## config.mk

```make
export PLATFORM = sky130hd
export DESIGN_NAME = serial_add_ctrl_flat
export DESIGN_NICKNAME = d
export VERILOG_FILES = /design/src/rtl/serial_add_if.sv /design/src/rtl/serial_add_ctrl.sv /design/src/flat_wrapper.sv
export SDC_FILE = /design/constraint.sdc
export NUM_CORES = 1
export LEC_CHECK = 0
export CAP_MARGIN = 20
export CORE_MARGIN = 2
export CORE_UTILIZATION = 50
export DETAILED_ROUTE_END_ITERATION = 16
export GPL_TIMING_DRIVEN = 0
export PLACE_DENSITY = 0.8
export RECOVER_POWER = 25
export SKIP_CTS_REPAIR_TIMING = 1
export SYNTH_ARGS = -nofsm -noshare
export SYNTH_HDL_FRONTEND = slang
export SYNTH_SLANG_ARGS = --single-unit
```

## constraint.sdc

```tcl
create_clock -name clk -period 1.72 [get_ports clk]
set_input_delay 0.172 -clock clk [delete_from_list [all_inputs] [get_ports clk]]
set_output_delay 0.172 -clock clk [all_outputs]
set_load 0.02 [all_outputs]
```

## src/rtl/serial_add_if.sv

```systemverilog
// Handshake and operand/result bundle between the ALU sequencer and the bit-serial adder.
interface serial_add_if #(
  parameter int WIDTH = 32
);
  logic             start;
  logic             sub;
  logic [WIDTH-1:0] a;
  logic [WIDTH-1:0] b;
  logic             busy;
  logic             done;
  logic [WIDTH-1:0] result;
  logic             carry_out;
  logic             overflow;

  modport master (
    output start, sub, a, b,
    input  busy, done, result, carry_out, overflow
  );

  modport slave (
    input  start, sub, a, b,
    output busy, done, result, carry_out, overflow
  );
endinterface

```

## src/rtl/serial_add_ctrl.sv

```systemverilog
// Bit-serial add/subtract: one full-adder cell stepped over WIDTH cycles, LSB first,
// with a registered carry and a start/busy/done handshake.
module serial_add_ctrl #(
  parameter int WIDTH = 32
) (
  input  logic          clk,
  input  logic          rst,
  serial_add_if.slave   bus
);
  localparam int CW = (WIDTH > 2) ? $clog2(WIDTH) : 1;

  typedef enum logic [1:0] {IDLE, RUN, DONE} state_t;

  state_t           state_q, state_d;
  logic [WIDTH-1:0] a_q, a_d;
  logic [WIDTH-1:0] b_q, b_d;
  logic [WIDTH-1:0] res_q, res_d;
  logic [CW-1:0]    cnt_q, cnt_d;
  logic             c_q, c_d;
  logic             busy_q, busy_d;
  logic             done_q, done_d;
  logic             cout_q, cout_d;
  logic             ovf_q, ovf_d;
  logic             s, co;

  always_comb begin
    state_d = state_q;
    a_d     = a_q;
    b_d     = b_q;
    res_d   = res_q;
    cnt_d   = cnt_q;
    c_d     = c_q;
    busy_d  = busy_q;
    done_d  = 1'b0;
    cout_d  = cout_q;
    ovf_d   = ovf_q;
    s       = a_q[0] ^ b_q[0] ^ c_q;
    co      = (a_q[0] & b_q[0]) | (a_q[0] & c_q) | (b_q[0] & c_q);
    case (state_q)
      IDLE: begin
        if (bus.start) begin
          // Subtraction is a + ~b + 1, the +1 entering as the initial carry.
          a_d     = bus.a;
          b_d     = bus.sub ? ~bus.b : bus.b;
          c_d     = bus.sub;
          cnt_d   = '0;
          res_d   = '0;
          busy_d  = 1'b1;
          state_d = RUN;
        end
      end
      RUN: begin
        res_d = {s, res_q[WIDTH-1:1]};
        a_d   = a_q >> 1;
        b_d   = b_q >> 1;
        c_d   = co;
        cnt_d = cnt_q + CW'(1);
        if (cnt_q == CW'(WIDTH-1)) begin
          // c_q here is the carry into the MSB; co is the final carry.
          cout_d  = co;
          ovf_d   = c_q ^ co;
          done_d  = 1'b1;
          state_d = DONE;
        end
      end
      DONE: begin
        busy_d  = 1'b0;
        state_d = IDLE;
      end
      default: begin
        busy_d  = 1'b0;
        state_d = IDLE;
      end
    endcase
  end

  always_ff @(posedge clk) begin
    if (rst) begin
      state_q <= IDLE;
      a_q     <= '0;
      b_q     <= '0;
      res_q   <= '0;
      cnt_q   <= '0;
      c_q     <= 1'b0;
      busy_q  <= 1'b0;
      done_q  <= 1'b0;
      cout_q  <= 1'b0;
      ovf_q   <= 1'b0;
    end else begin
      state_q <= state_d;
      a_q     <= a_d;
      b_q     <= b_d;
      res_q   <= res_d;
      cnt_q   <= cnt_d;
      c_q     <= c_d;
      busy_q  <= busy_d;
      done_q  <= done_d;
      cout_q  <= cout_d;
      ovf_q   <= ovf_d;
    end
  end

  assign bus.busy      = busy_q;
  assign bus.done      = done_q;
  assign bus.result    = res_q;
  assign bus.carry_out = cout_q;
  assign bus.overflow  = ovf_q;
endmodule

```

## src/flat_wrapper.sv

```systemverilog
// flat-port wrapper written by rule: the top's interface ports become plain ports
module serial_add_ctrl_flat 
#(
  parameter int WIDTH = 32
)
  (clk, rst, bus_start, bus_sub, bus_a, bus_b, bus_busy, bus_done, bus_result, bus_carry_out, bus_overflow);
  serial_add_if #(.WIDTH(WIDTH)) bus_i ();
  input  logic clk;
  input  logic rst;
  input wire logic [$bits(bus_i.start)-1:0] bus_start;
  input wire logic [$bits(bus_i.sub)-1:0] bus_sub;
  input wire logic [$bits(bus_i.a)-1:0] bus_a;
  input wire logic [$bits(bus_i.b)-1:0] bus_b;
  output wire logic [$bits(bus_i.busy)-1:0] bus_busy;
  output wire logic [$bits(bus_i.done)-1:0] bus_done;
  output wire logic [$bits(bus_i.result)-1:0] bus_result;
  output wire logic [$bits(bus_i.carry_out)-1:0] bus_carry_out;
  output wire logic [$bits(bus_i.overflow)-1:0] bus_overflow;
  assign bus_i.start = bus_start;
  assign bus_i.sub = bus_sub;
  assign bus_i.a = bus_a;
  assign bus_i.b = bus_b;
  assign bus_busy = bus_i.busy;
  assign bus_done = bus_i.done;
  assign bus_result = bus_i.result;
  assign bus_carry_out = bus_i.carry_out;
  assign bus_overflow = bus_i.overflow;
  serial_add_ctrl #(.WIDTH(WIDTH)) u_core (.clk(clk), .rst(rst), .bus(bus_i));
endmodule
```

# Word-level counts from Yosys, hierarchy flattened

Cells that the tools add are included.
Widths: inputs -> output; s select.

Flip-flop bits (word level): 108
Bits of input ports: 68
Output and inout bits: 36
Logic and storage cells: 49

Add/sub/neg operators: 1
Eq/ne operators: 4
Mux-type cells: 17
Bitwise logic cells: 10
Reduce and logical (&&, ||, !) cells: 7

Operator list:

| kind                | count |
|---|---|
| $pmux 32 s2         | 3 |
| $mux 32             | 4 |
| $not 32->32         | 1 |
| $pmux 5 s2          | 1 |
| $reduce_and 2->1    | 4 |
| $add 5x1->5 const B | 1 |
| $eq 5x5->1 const B  | 1 |
| $mux 5              | 1 |
| $mux 2              | 2 |
| $pmux 1 s2          | 2 |
| $pmux 2 s2          | 1 |
| $and 1x1->1         | 3 |
| $mux 1              | 3 |
| $xor 1x1->1         | 3 |
| $eq 2x1->1 const B  | 1 |
| $logic_not 2->1     | 1 |
| $ne 2x1->1 const B  | 1 |
| $ne 2x2->1 const B  | 1 |
| $or 1x1->1          | 2 |
| $reduce_bool 2->1   | 1 |
| $reduce_or 2->1     | 1 |
| $not 1->1           | 1 |

# Longest topological paths before layout

Gate-level depths: netlist of run 1.

Depth after elaboration: 4
Gate-level depth with buffers: 6
Mapped depth without buffers: 6

# Worst setup path after synthesis of run 1

Ideal clock, no wire load.

Path type: reg-to-reg
From: reg u_core.c_q
To: reg u_core.c_q
Setup time: 0.095 ns
Arrival: 1.288 ns
Required time: 1.625 ns
Setup slack: 0.337 ns
Stages on the path, launching flop included: 5
Buffers on the path: 0
Clock period less this slack: 1.383 ns
Path through: dfxtp_1 inv_1 fa_1 a22o_1 a221oi_1

Longest elaborated chain between the ends: 4
Elaborated cells between the ends (all ways): 5
Classes of those cells: mux: 1; bitwise: 4

RTL lines:

| element                | line                  | RTL |
|---|---|---|
| from (decl)            | serial_add_ctrl.sv:19 | `logic c_q, c_d;` |
| from (signal assigned) | serial_add_ctrl.sv:84 | `c_q <= 1'b0;` |
| from (signal assigned) | serial_add_ctrl.sv:95 | `c_q <= c_d;` |
| $and 1x1->1            | serial_add_ctrl.sv:38 | `co = (a_q[0] & b_q[0]) \| (a_q[0] & c_q) \| (b_q[0] & c_q);` |
| $or 1x1->1             | serial_add_ctrl.sv:38 |  |
| $or 1x1->1 (*)         | serial_add_ctrl.sv:38 |  |
| $pmux 1 s2 (*)         | serial_add_ctrl.sv:39 | `case (state_q)` |

Mark *: on every way between the ends. The rest lies on a longest branch, timed or not.
A chain may end at the register's enable or synchronous reset.

# Worst setup path in the final report of run 1

From: reg u_core.state_q[0]
To: reg u_core.a_q[11]

Longest elaborated chain between the ends: 3
Elaborated cells between the ends (all ways): 6
Classes of those cells: eq/ne: 2; mux: 1; reduce/logical: 3

RTL lines:

| element                                                                 | line                  | RTL |
|---|---|---|
| from (decl)                                                             | serial_add_ctrl.sv:14 | `state_t state_q, state_d;` |
| from (signal assigned)                                                  | serial_add_ctrl.sv:90 | `state_q <= state_d;` |
| $eq 2x1->1 / $logic_not 2->1 (equally long branches)                    | serial_add_ctrl.sv:39 |  |
| $reduce_bool 2->1 (no source line) / $ne 2x2->1 (equally long branches) | n/a                   |  |
| $reduce_and 2->1 (no source line)                                       | n/a                   |  |
| to (signal assigned)                                                    | serial_add_ctrl.sv:80 | `a_q <= '0;` |
| to (signal assigned)                                                    | serial_add_ctrl.sv:91 | `a_q <= a_d;` |
| to (decl)                                                               | serial_add_ctrl.sv:15 | `logic [WIDTH-1:0] a_q, a_d;` |

Parallel ways exist; a longest one is shown, timed or not.

==> qor.csv, run 1 <==
metric,value,unit
status,"complete, no violations",
ant_nets,0,
crit_chain,buf_4 > o21ba_1 > clkbuf_1 > nor2_1 > a211oi_1,
fmax,627,MHz
n_fill_cell,724,
timing.final.ws_setup,125,ps
cts_tree,yes,
fin_cells,713,
synth_area,4520,um^2
rr_worst_depth,5,
grt_pass1_vias,3959,
synth_edf_count,0,
initial_utilization,0.516,
ys_types,35,
hold_class,input pin to register,
rsz0062_at_grt,no,
criticalPathCategory,register to register,
vias,4059,
synth-main-ff-cell,dfxtp_1,
holdPathStages,3,
synth_cells,489,
seqPwrFrac,0.529,
pre_cts_ws,246,ps
fin_worst_skew,12.0,ps
p_int,3780,uW
timing.final.hold_violations,0,
grt_max_degree,19,
final_area,5860,um^2
drc,0,
numCtsBuffers,9,
drv_cap,0,
synthArstFlopShare,0,
insertion_delay,360,ps
dpl-instance-area,5660,um^2
overflow,0,
arrival,1870,ps
num_rows,34,
fin_crit_sh,0.927,
p_leak,0.00208,uW
syn_area_per_cell,9.25,um^2
worst_pin_slew,531,ps
io_buffers,100,
path_delay_family,buffers and inverters,
p_clk_frac,0.309,
power_switching,1380,uW
hpwlAfterDp,8.04,mm
area_growth,29.6,%
cpPeakStageDelay,390,ps
power.share.switching,0.267,
seqCellArea,2160,um^2
crit_slowest_cell,dfxtp_1,
place_congestion,0.823,
crit_buf_inv,2,
multiInputGateArea,2090,um^2
slew_headroom,0.646,
synth_warnings,0,
drive_gt1_frac,0.0760,
wl_per_cell,15.6,um
start_kind,register,
coreArea,8760,um^2
drtIter0Drc,200,
clk_pin_slew,100,ps
yosysSeqAreaShare,0.478,
cts.path.max_buffers,2,
powerDensity,880,nW/um^2
layout_common_cells,"108 x dfxtp_1, 100 x clkdlybuf4s50_1, 99 x nor2_1",
dieArea,9830,um^2
grt_pass1_wl,18.1,mm
ctsHtreeMaxLevel,3,
period_needed,1600,ps
final_common_cell,dfxtp_1,
combPwrFrac,0.161,
routed_via_density,5.69,
fp.dieH,99.1,um
cts.sinks,108,
num_io_pins,104,
root_buffer,clkbuf_8,
critical_path_depth,5,
drt_pass1_iterations,5,
crit_path_end_kind,register,
nets,671,
mappedNetlistNets,560,
fin_setup_tns,0,ps
crit_path_max_fanout,10,
antenna_found_initial,0,
die_w,99.1,um
antenna_cells,0,
whs,243,ps
finalWirelength,11.1,mm
setup_violations,0,
vdd_ir_drop_max,0.000397,V
placed_cells,697,
grt_use_total,0.222,
slew_viol_final,0,
synth_seq_cells,108,
cp.required,2000,ps
-- cell type report --
cell class	instances	share of cell area
Clock buffer	10	0.0235
Tap cell	108	0.0230
Buffer	52	0.0412
Clock inverter	6	0.0119
Timing Repair Buffer	100	0.171
Multi-Input combinational cell	323	0.357
Sequential cell	108	0.369
Inverter	6	0.00384
-- layer usage --
layer	wire (um)	track usage	share of wire	up-vias
met4	272	0.0832	0.024	0
met2	5350	0.377	0.48	120
met1	4880	0.282	0.44	1904
met3	618	0.0401	0.056	29
met5	0	0	0	-
li1	-	-	-	2006
-- power by group through the flow --
stage	clock network [uW]	registers [uW]	logic (uW)
after global placement	0	2780	803
after global routing	1710	2750	911
after detailed placement	0	2790	828
after floorplan	0	2770	530
final	1600	2730	831
after CTS	1610	2730	833
-- sequential cells by signal, indices dropped and copies added, names as in the netlist --
name,flops
u_core.c_q,1
u_core.a_q,32
u_core.bus.busy,1
u_core.cnt_q,5
u_core.b_q,32
u_core.bus.overflow,1
u_core.bus.carry_out,1
u_core.bus.done,1
u_core.state_q,2
u_core.bus.result,32
-- metrics by stage --
stage | util | total power (uW)
after floorplan | - | 3300
after global placement | 0.646 | 3580
after detailed placement | 0.646 | 3610
after CTS | 0.670 | 5180
after global routing | 0.669 | 5360
final | 0.669 | 5160
-- worst paths after layout --
kind                                    startpoint                                to  slack, ps
hold reg to reg   u_core.bus.overflow$_SDFFE_PP0P_  u_core.bus.overflow$_SDFFE_PP0P_        470
hold / removal                           bus_start      u_core.bus.busy$_SDFFE_PP0P_        240
setup reg to reg    u_core.state_q[0]$_SDFFE_PP0P_       u_core.a_q[11]$_SDFFE_PP0P_        120
setup / recovery    u_core.state_q[0]$_SDFFE_PP0P_       u_core.a_q[11]$_SDFFE_PP0P_        120
-- cells in the mapped netlist (2+ instances only) --
master,n,area (um^2)
inv_1,6,22.5
clkbuf_1,22,82.6
nand2_1,2,7.51
dfxtp_1,108,2160
a22oi_1,66,495
xnor2_1,32,280
a21oi_1,3,15.0
nand3_1,3,15.0
buf_2,25,125
o22ai_1,33,206
a221oi_1,2,17.5
nand2b_1,3,18.8
nor2_1,99,372
ha_1,2,25.0
o2bb2ai_1,29,254
a211oi_1,31,233
buf_4,5,37.5
-- worst min-delay path, cell delays in order --
cell	delay (ps)
buf_2	150
nand2b_1	150
a211oi_1	90
-- logic make-up after synthesis --
logic type	synth area share
compound gates	0.284
xor+xnor	0.0639
mux	0.00221
buf+inv	0.0592
simple gates	0.103
flops	0.478
fa+ha+maj	0.00996
Power figures use the tool's default switching activity.
==> run 2, diff against run 1 <==
- GPL_ROUTABILITY_DRIVEN: default -> 0
- GPL_TIMING_DRIVEN: 0 -> default
==> qor.csv, run 2 (same netlist as run 1, synthesis figures left out) <==
metric,value,unit
r2r_start,u_core.state_q[0]$_SDFFE_PP0P_,
finalWirelength,10.4,mm
insertion_delay,360,ps
fmax,623,MHz
arrival,1890,ps
antenna_found_initial,0,
drt_pass1_iterations,5,
drive_gt1_frac,0.0696,
crit_chain,nor2b_4 > buf_12 > a22oi_1 > o22ai_1,
hpwlAfterDp,7.12,mm
timing.final.hold_violations,0,
initial_utilization,0.516,
fin_setup_tns,0,ps
hold_end,u_core.b_q[9]$_SDFFE_PP0P_,
slew_headroom,0.657,
area_growth,28.6,%
cts_tree,yes,
antenna_cells,0,
crit_slowest_cell,dfxtp_1,
hp-start,rst,
holdPathStages,2,
path_delay_family,flip-flops,
grt_use_total,0.215,
vias,3895,
setup_violations,0,
dpl-instance-area,5660,um^2
rsz0062_at_grt,no,
rrSetupSlack,120,ps
nets,642,
drv_cap,0,
fin_worst_skew,13.4,ps
numCtsBuffers,9,
crit_path_end_kind,register,
routed_via_density,5.70,
cts.sinks,108,
fp.dieH,99.1,um
cpPeakStageDelay,650,ps
vdd_ir_drop_max,0.000548,V
ctsHtreeMaxLevel,3,
rr_worst_depth,4,
die_w,99.1,um
final_common_cell,dfxtp_1,
final_area,5820,um^2
slew_viol_final,0,
crit_path_max_fanout,67,
r2r_end,u_core.b_q[22]$_SDFFE_PP0P_,
clk_pin_slew,100,ps
dieArea,9830,um^2
grt_max_degree,68,
crit_buf_inv,1,
grt_pass1_vias,3804,
p_leak,0.00206,uW
drc,0,
fin_crit_sh,0.933,
hold_class,input pin to register,
ant_nets,0,
criticalPathCategory,register to register,
io_buffers,103,
startpoint,u_core.state_q[0]$_SDFFE_PP0P_,
grt_pass1_wl,17.5,mm
coreArea,8760,um^2
num_io_pins,104,
cp.required,2000,ps
worst_pin_slew,513,ps
overflow,0,
layout_common_cells,"108 x dfxtp_1, 99 x nor2_1, 97 x clkdlybuf4s50_1",
root_buffer,clkbuf_8,
status,"complete, no violations",
num_rows,34,
powerDensity,855,nW/um^2
period_needed,1600,ps
cts.path.max_buffers,2,
drtIter0Drc,176,
start_kind,register,
wl_per_cell,15.3,um
==> run 2: changes by cell type in the layout (fill, tap and decap cells not counted), sizes merged <==
cell	previous run	this run
clkinv	3	1
inv	8	9
buf	25	19
clkdlybuf4s50	100	97
clkbuf	37	13
bufinv	1	0
dlygate4sd3	0	4
clkinvlp	0	1
==> run 2: worst reg2reg max path, cell delays in order (launching register included) <==
cell and delay [ps]:
dfxtp_1 650, nor2b_4 290, buf_12 270, a22oi_1 150, o22ai_1 180
==> run 2: power by group <==
part | internal (uW) | switching [uW]
clock | 577 | 852
sequential | 2650 | 87.5
combinational | 412 | 399
==> run 2: per-layer routing <==
layer | vias to the layer above | share of wire | track usage | routed length, um
met4 | 0 | 0.014 | 0.0653 | 148
li1 | 1948 | - | - | -
met3 | 17 | 0.048 | 0.0520 | 502
met5 | - | 0 | 0 | 0
met2 | 100 | 0.49 | 0.356 | 5130
met1 | 1830 | 0.45 | 0.281 | 4640
==> run 2: stage by stage <==
stage | setup slack [ps] | utilization | hold WS [ps] | power (uW) | std cells
floorplan | 337 | - | 320 | 3300 | 489
global placement | 119 | 0.645 | 448 | 3580 | 668
detailed placement | 30.2 | 0.645 | 466 | 3610 | 668
CTS | 137 | 0.666 | 143 | 5040 | 683
global route | 6.65 | 0.664 | 156 | 5220 | 683
finish | 116 | 0.664 | 163 | 4980 | 683
==> run 2: final cells by class <==
| type | count | area (um^2) |
|---|---|---|
| Inverter | 6 | 22.5 |
| Multi-Input combinational cell | 323 | 2110 |
| Clock inverter | 5 | 42.5 |
| Fill cell | 728 | 2940 |
| Timing Repair Buffer | 123 | 1210 |
| Sequential cell | 108 | 2160 |
| Clock buffer | 10 | 138 |
| Tap cell | 108 | 135 |
==> run 2: worst max-delay path by stage <==
stage	endpoint	slack [ps]	cells past startpoint
floorplan	u_core.c_q$_SDFFE_PP0P_	340	4
global placement	u_core.b_q[4]$_SDFFE_PP0P_	120	5
detailed placement	u_core.b_q[13]$_SDFFE_PP0P_	30	5
CTS	bus_result[16]	140	1
global route	u_core.b_q[19]$_SDFFE_PP0P_	7	4
finish	u_core.b_q[22]$_SDFFE_PP0P_	120	4
